**src/rtl/instr_fetch_unit.sv**
```systemverilog
// Instruction fetch front end: owns the PC, runs one req/ack fetch at a time and
// presents the fetched word to decode over a valid/ready handshake with redirects.
module instr_fetch_unit #(
    parameter int unsigned              PC_WIDTH = 32,
    parameter logic [PC_WIDTH-1:0]      RESET_PC = {PC_WIDTH{1'b0}}
) (
    input  logic                clk,
    input  logic                reset,
    output logic                imem_req,
    output logic [PC_WIDTH-1:0] imem_addr,
    input  logic                imem_ack,
    input  logic [31:0]         imem_rdata,
    output logic                instr_valid,
    input  logic                decode_ready,
    output logic [31:0]         instr,
    output logic [6:0]          opcode,
    output logic [PC_WIDTH-1:0] instr_pc,
    input  logic                redirect_valid,
    input  logic [PC_WIDTH-1:0] redirect_pc
);

    typedef enum logic [1:0] {
        S_FETCH = 2'd0,
        S_WAIT  = 2'd1,
        S_ISSUE = 2'd2
    } state_e;

    state_e                state_q, state_d;
    logic [PC_WIDTH-1:0]   pc_q, pc_d;
    logic [PC_WIDTH-1:0]   addr_q, addr_d;
    logic                  squash_q, squash_d;
    logic                  req_q, req_d;
    logic                  valid_q, valid_d;
    logic [31:0]           instr_q, instr_d;
    logic [PC_WIDTH-1:0]   instr_pc_q, instr_pc_d;

    logic [PC_WIDTH-1:0]   redirect_tgt_s;
    logic                  handshake_s;
    logic                  capture_s;
    logic                  unused_low_s;

    assign redirect_tgt_s = {redirect_pc[PC_WIDTH-1:2], 2'b00};
    assign unused_low_s   = ^redirect_pc[1:0];
    assign handshake_s    = valid_q & decode_ready;
    // A returning word is kept only if it was neither squashed earlier nor redirected now.
    assign capture_s      = (state_q == S_WAIT) & imem_ack & ~squash_q & ~redirect_valid;

    // State and datapath registers with synchronous reset.
    always_ff @(posedge clk) begin
        if (reset) begin
            state_q    <= S_FETCH;
            pc_q       <= RESET_PC;
            addr_q     <= RESET_PC;
            squash_q   <= 1'b0;
            req_q      <= 1'b0;
            valid_q    <= 1'b0;
            instr_q    <= 32'd0;
            instr_pc_q <= {PC_WIDTH{1'b0}};
        end else begin
            state_q    <= state_d;
            pc_q       <= pc_d;
            addr_q     <= addr_d;
            squash_q   <= squash_d;
            req_q      <= req_d;
            valid_q    <= valid_d;
            instr_q    <= instr_d;
            instr_pc_q <= instr_pc_d;
        end
    end

    // Next-state logic.
    always_comb begin
        state_d = state_q;
        case (state_q)
            S_FETCH: begin
                if (redirect_valid) begin
                    state_d = S_FETCH;
                end else begin
                    state_d = S_WAIT;
                end
            end
            S_WAIT: begin
                if (imem_ack) begin
                    if (squash_q || redirect_valid) begin
                        state_d = S_FETCH;
                    end else begin
                        state_d = S_ISSUE;
                    end
                end else begin
                    state_d = S_WAIT;
                end
            end
            S_ISSUE: begin
                if (redirect_valid || handshake_s) begin
                    state_d = S_FETCH;
                end else begin
                    state_d = S_ISSUE;
                end
            end
            default: state_d = S_FETCH;
        endcase
    end

    // Next values for the registered outputs, PC and squash flag.
    always_comb begin
        pc_d       = pc_q;
        squash_d   = squash_q;
        valid_d    = valid_q;
        instr_d    = instr_q;
        instr_pc_d = instr_pc_q;

        if (redirect_valid) begin
            pc_d = redirect_tgt_s;
        end else if (handshake_s) begin
            pc_d = pc_q + {{(PC_WIDTH-3){1'b0}}, 3'b100};
        end else begin
            pc_d = pc_q;
        end

        case (state_q)
            S_WAIT: begin
                if (imem_ack) begin
                    squash_d = 1'b0;
                end else if (redirect_valid) begin
                    squash_d = 1'b1;
                end else begin
                    squash_d = squash_q;
                end
            end
            default: squash_d = 1'b0;
        endcase

        if (redirect_valid) begin
            valid_d = 1'b0;
        end else if (capture_s) begin
            valid_d = 1'b1;
        end else if (handshake_s) begin
            valid_d = 1'b0;
        end else begin
            valid_d = valid_q;
        end

        if (capture_s) begin
            instr_d    = imem_rdata;
            instr_pc_d = addr_q;
        end else begin
            instr_d    = instr_q;
            instr_pc_d = instr_pc_q;
        end

        // An in-flight request keeps its address even after a redirect moves the PC.
        if ((state_q == S_WAIT) && (state_d == S_WAIT)) begin
            addr_d = addr_q;
        end else begin
            addr_d = pc_d;
        end

        req_d = (state_d == S_WAIT);
    end

    assign imem_req    = req_q;
    assign imem_addr   = addr_q;
    assign instr_valid = valid_q;
    assign instr       = instr_q;
    assign instr_pc    = instr_pc_q;
    assign opcode      = valid_q ? instr_q[6:0] : 7'd0;

endmodule
```
**config.mk**
```make
export PLATFORM = sky130hd
export DESIGN_NAME = instr_fetch_unit
export DESIGN_NICKNAME = d
export VERILOG_FILES = /design/src/rtl/instr_fetch_unit.sv
export SDC_FILE = /design/constraint.sdc
export NUM_CORES = 1
export LEC_CHECK = 0
export BUFFER_PORTS_ARGS = -buffer_cell sky130_fd_sc_hd__buf_2
export CAP_MARGIN = 5
export CORE_MARGIN = 3
export CORE_UTILIZATION = 24
export DETAILED_ROUTE_END_ITERATION = 8
export HOLD_SLACK_MARGIN = 0.15
export PLACE_DENSITY_LB_ADDON = 0.2
export SYNTH_ARGS = -nofsm -noshare
export SYNTH_HDL_FRONTEND = slang
export SYNTH_SLANG_ARGS = --single-unit
```
**constraint.sdc**
```tcl
create_clock -name clk -period 5.7 [get_ports clk]
set_clock_uncertainty 0.1 [all_clocks]
set_input_delay 0.57 -clock clk [delete_from_list [all_inputs] [get_ports clk]]
set_output_delay 0.57 -clock clk [all_outputs]
set_load 0.005 [all_outputs]
```
# [Word-level counts from Yosys, hierarchy flattened]
# Index checks and enable logic that the tools add are counted.
[totals] output_inout_bits=105 reg_bits=133 inputBits=69
[op_classes] n_reduce_logical=7 eq_ne=3 mux=10 bitwise_logic=7 addsub=1
[ops] cell="32-bit two-way mux" n=2
[ops] cell="32-bit by 3-bit adder with 32-bit output, second input constant" n=1
[ops] cell="7-bit two-way mux" n=1
[ops] cell="2-bit two-way mux" n=3
[ops] cell="2-bit one-hot mux with 3 select lines" n=1
[ops] cell="1-bit bitwise AND" n=4
[ops] cell="2-bit by 1-bit equality test with 1-bit output, second input constant" n=2
[ops] cell="1-bit two-way mux" n=3
[ops] cell="1-bit inverter" n=3
[ops] cell="3-bit OR reduction" n=1
[ops] cell="2-bit equality test, second input constant" n=1
[ops] cell="2-bit zero test" n=1
[ops] cell="1-bit logical OR" n=2
[ops] cell="2-bit nonzero test" n=1
[ops] cell="2-bit OR reduction" n=1
[ops] cell="1-bit logical AND" n=1

# [Depth between registers and ports, before layout]
[logic_depth] depth_word=6 depth_mapped=7

# [Worst setup path after synthesis]
# Ideal clock, no wire load.
[synth_path] path_type="input to register" start="input port decode_ready" end="register addr_q[23], in the netlist imem_addr[23]" t_required_ps=5469 arrival_time_ps=2038 stages=6 path_slack_ps=3431 setup_ps=131 path_buffers=1 cell_sequence="nand4_2 -> or4_1 -> buf_2 -> or4_4 -> a21oi_2 -> o41ai_2"
[synth_between] elab_chain_len=6
[synth_lines] element="start, declared" line_no="14" source="input logic decode_ready,"
[synth_lines] element="1-bit bitwise AND *" line_no="44" source="assign handshake_s = valid_q & decode_ready;"
[synth_lines] element="1-bit logical OR" line_no="94" source="if (redirect_valid || handshake_s) begin"
[synth_lines] element="2-bit two-way mux" line_no="94"
[synth_lines] element="2-bit one-hot mux with 3 select lines" line_no="74" source="case (state_q)"
[synth_lines] element="2-bit by 1-bit equality test with 1-bit output" line_no="152" source="if ((state_q == S_WAIT) && (state_d == S_WAIT)) begin"
[synth_lines] element="1-bit logical AND" line_no="152"
[synth_lines] element="end signal, assigned" line_no="62" source="addr_q <= addr_d;"
[synth_lines] element="end, declared" line_no="30" source="logic [PC_WIDTH-1:0] addr_q, addr_d;"
# Every way passes the cells marked *; elsewhere a longest branch is shown, timed or not.
# A chain may end at the register's enable or synchronous reset.

# [Final worst setup path]
[layout_path] start="register valid_q, in the netlist instr_valid" end="register addr_q[26], in the netlist imem_addr[26]"
[layout_between] elab_chain_len=6
[layout_lines] element="start, declared" line_no="33" source="logic valid_q, valid_d;"
[layout_lines] element="start signal, assigned" line_no="65" source="valid_q <= valid_d;"
[layout_lines] element="1-bit bitwise AND *" line_no="44"
[layout_lines] element="1-bit logical OR" line_no="94"
[layout_lines] element="2-bit two-way mux" line_no="94"
[layout_lines] element="2-bit one-hot mux with 3 select lines" line_no="74"
[layout_lines] element="2-bit by 1-bit equality test with 1-bit output" line_no="152"
[layout_lines] element="1-bit logical AND" line_no="152"
# Marks and branches as above.

==> impl_metrics.csv <==
group,metric,value,unit
yosys,synth-edff-count,0,
power_and_ir_drop,leakage,2.96,nW
job,maxCapViolations,0,
yosys,synth_flop_cell,"dfxtp_1",
sta,worst_hold_slack,0.289,ns
place,port-buffer-count,171,
sta,fin_crit_sh,48.8,%
detailed_routing,routed.top_layer,"met4",
place,post-dp-hpwl,10900,µm
global_routing,grt_max_degree,74,
cells_and_area,postLayoutCellArea,7050,µm²
cells_and_area,layout.nets,881,
cts,post_cts_buffers,0,
critical_path,r2r_slack,2.92,ns
die,core_area,22000,µm²
yosys,synthArstFlopShare,0,%
cts,cts_buffers,17,
yosys,netlist_area,5410,µm²
die,die_h,156,µm
yosys,avgSynthCellArea,8.17,µm²
critical_path,reg2reg_from,"instr_valid",
sta,rsz0062_at_grt,"false",
global_routing,grt_pass1_vias,4804,
place,dp_cells,1072,
detailed_routing,viasPerCell,4.54,
sta,finalSetupViolations,0,
yosys,syn_inst,663,
detailed_routing,wl_met1,7710,µm
detailed_routing,wl_met2,7950,µm
die,ioPinCount,174,
detailed_routing,totalWireLength,16700,µm
cts,clk-insertion-delay-late,0.41,ns
detailed_routing,vias,5008,
detailed_routing,drtPass1Iterations,5,
yosys,synth_nets,733,
critical_path,critPathCaptureType,"register",
die,start_util,24.6,%
cts,clk_path_buf_depth,2,
critical_path,critPathRequiredTime,5.91,ns
cells_and_area,fillers,2397,
cts,htree_levels,4,
cells_and_area,area_growth_syn_to_layout,30.3,%
place,postPlaceCellArea,6490,µm²
hold_path,hp-class,"in -> reg",
critical_path,rr_worst_depth,5,
critical_path,crit_type,"reg -> reg",
critical_path,rr_endpoint,"imem_addr[26]",
sta,fin_setup_tns,0,ns
cells_and_area,antenna_cells,0,
yosys,ys_seq_elements,133,
critical_path,crit_arrival,2.99,ns
hold_path,min_from,"imem_rdata[1]",
cts,root_buffer,"clkbuf_16",
cells_and_area,drive_gt1_share,26.6,%
detailed_routing,wl_per_cell,15.1,µm
cells_and_area,multi_input_area,2560,µm²
outcome,status,"completed",
cells_and_area,final_cells,1103,
sta,maxSlewViolCount,0,
critical_path,cp-endpoint,"imem_addr[26]",
power_and_ir_drop,ir_drop,0.164,mV
cts,cts.sinks,133,
critical_path,worst-path-max-fanout,14,
die,rows,54,
global_routing,antenna_found_initial,0,
cts,tritoncts,"yes",
yosys,seq_area_frac_synth,49.2,%
critical_path,critPathLaunchType,"register",
sta,maxSlewHeadroom,26.6,%
cells_and_area,layout_commonest_cell,"buf_2",
die,die-area,24400,µm²
detailed_routing,drc_errors,0,
global_routing,track_usage,13.8,%
sta,tightest_slew,1.10,ns
global_routing,grt_pass1_wl,26600,µm
cells_and_area,seqCellArea,2660,µm²
sta,min_period,2.78,ns
sta,max_freq,0.360,GHz
detailed_routing,drtAntennaViolNets,0,
global_routing,gr-total-overflow,0,
die,die_w,156,µm
place,place_congestion,0.737,
detailed_routing,drt_iter0_drc,256,
detailed_routing,wl_met3,835,µm
cells_and_area,final_cell_mix,"buf_2, nand2_1, dfxtp_1",
yosys,synth_cell_type_count,45,
cts,post_cts_resized,0,
cts,hold_buffers,0,
cts,clk_pin_slew,0.06,ns
power_and_ir_drop,pwr_density_cell,318,nW/µm²
yosys,yosys_warnings,0,
sta,hold_violations,0,
critical_path,cp-startpoint,"instr_valid",
==> synthesized netlist by cell type (3+ instances only) <==
master / number / area [µm²]
nand2_1: 155 / 582
clkbuf_1: 41 / 154
and2_1: 13 / 81.3
buf_2: 3 / 15.0
nand3_1: 36 / 180
nor2_1: 33 / 124
o21ai_0: 19 / 95.1
dfxtp_1: 133 / 2660
xor2_1: 6 / 52.6
inv_1: 6 / 22.5
o41ai_1: 6 / 52.6
nor4_1: 7 / 43.8
mux2i_1: 10 / 100
o31ai_1: 8 / 60.1
nor2b_1: 16 / 100
and3_1: 5 / 31.3
nand4_1: 7 / 43.8
buf_1: 3 / 11.3
nand2b_1: 12 / 75.1
o31a_1: 3 / 26.3
xnor2_1: 6 / 52.6
a21oi_1: 78 / 390
and4_1: 3 / 26.3
nor3_1: 22 / 110
==> kinds of logic (layout without fill, tap and decap cells) <==
group	Yosys count	after routing	share of synthesized area (%)
simple gates	318	318	27.8
flops	133	133	49.2
buf+inv	53	213	3.74
xor+xnor	12	12	1.94
mux	12	12	2.26
fa+ha+maj	1	1	0.231
compound gates	134	134	14.8
==> layer usage <==
| metal | global-route usage (%) | up-vias |
|---|---|---|
| met2 | 23.2 | 116 |
| met4 | 3.75 | 0 |
| li1 | - | 2564 |
| met3 | 3.41 | 13 |
| met1 | 17.8 | 2315 |
| met5 | 0 | - |
==> area by class of cell <==
cell class                 count  area share [%]
sequential                   133            37.8
multi-input combinational    477            36.3
timing repair buffer         176            12.7
clock buffer                  22            6.44
tap                          280            4.97
clock inverter                 9            1.49
inverter                       6           0.319
==> metrics by stage <==
| step | power [mW] | setup WS, ns | utilization, % |
|---|---|---|---|
| after floorplan | 1.12 | 3.43 | - |
| after global routing | 2.35 | 2.69 | 32.0 |
| after detailed placement | 1.21 | 2.81 | 29.5 |
| after global placement | 1.21 | 2.82 | 29.5 |
| final | 2.24 | 2.92 | 32.0 |
| after CTS | 2.29 | 2.83 | 32.0 |
==> registers in the layout (all words and copies together), names as in the netlist <==
register,cells
imem_addr,32
instr,32
instr_pc,32
pc_q,32
state_q,2
imem_req,1
instr_valid,1
squash_q,1
==> how the worst min path moves through the flow <==
stage | to | slack (ns) | depth (start not counted)
floorplan | pc_q[0] | 0.33 | 2
global placement | instr_pc[2] | 0.34 | 2
detailed placement | instr_pc[6] | 0.35 | 2
CTS | instr[1] | 0.27 | 3
global route | instr[1] | 0.28 | 3
finish | instr[1] | 0.29 | 3
==> critical path, cell delays in order (launching register included) <==
cell     delay [ns]
dfxtp_1        0.66
nand4_2        0.33
or4_4          0.69
nor3_1         0.24
mux2_2         0.38
o41ai_1        0.27
==> where the power goes <==
group          internal, mW  switching [mW]
Sequential            0.971          0.0333
Clock                 0.652           0.411
Combinational        0.0745           0.102
Total                  1.70           0.546
No activity file was read; power rests on OpenSTA's default activity.
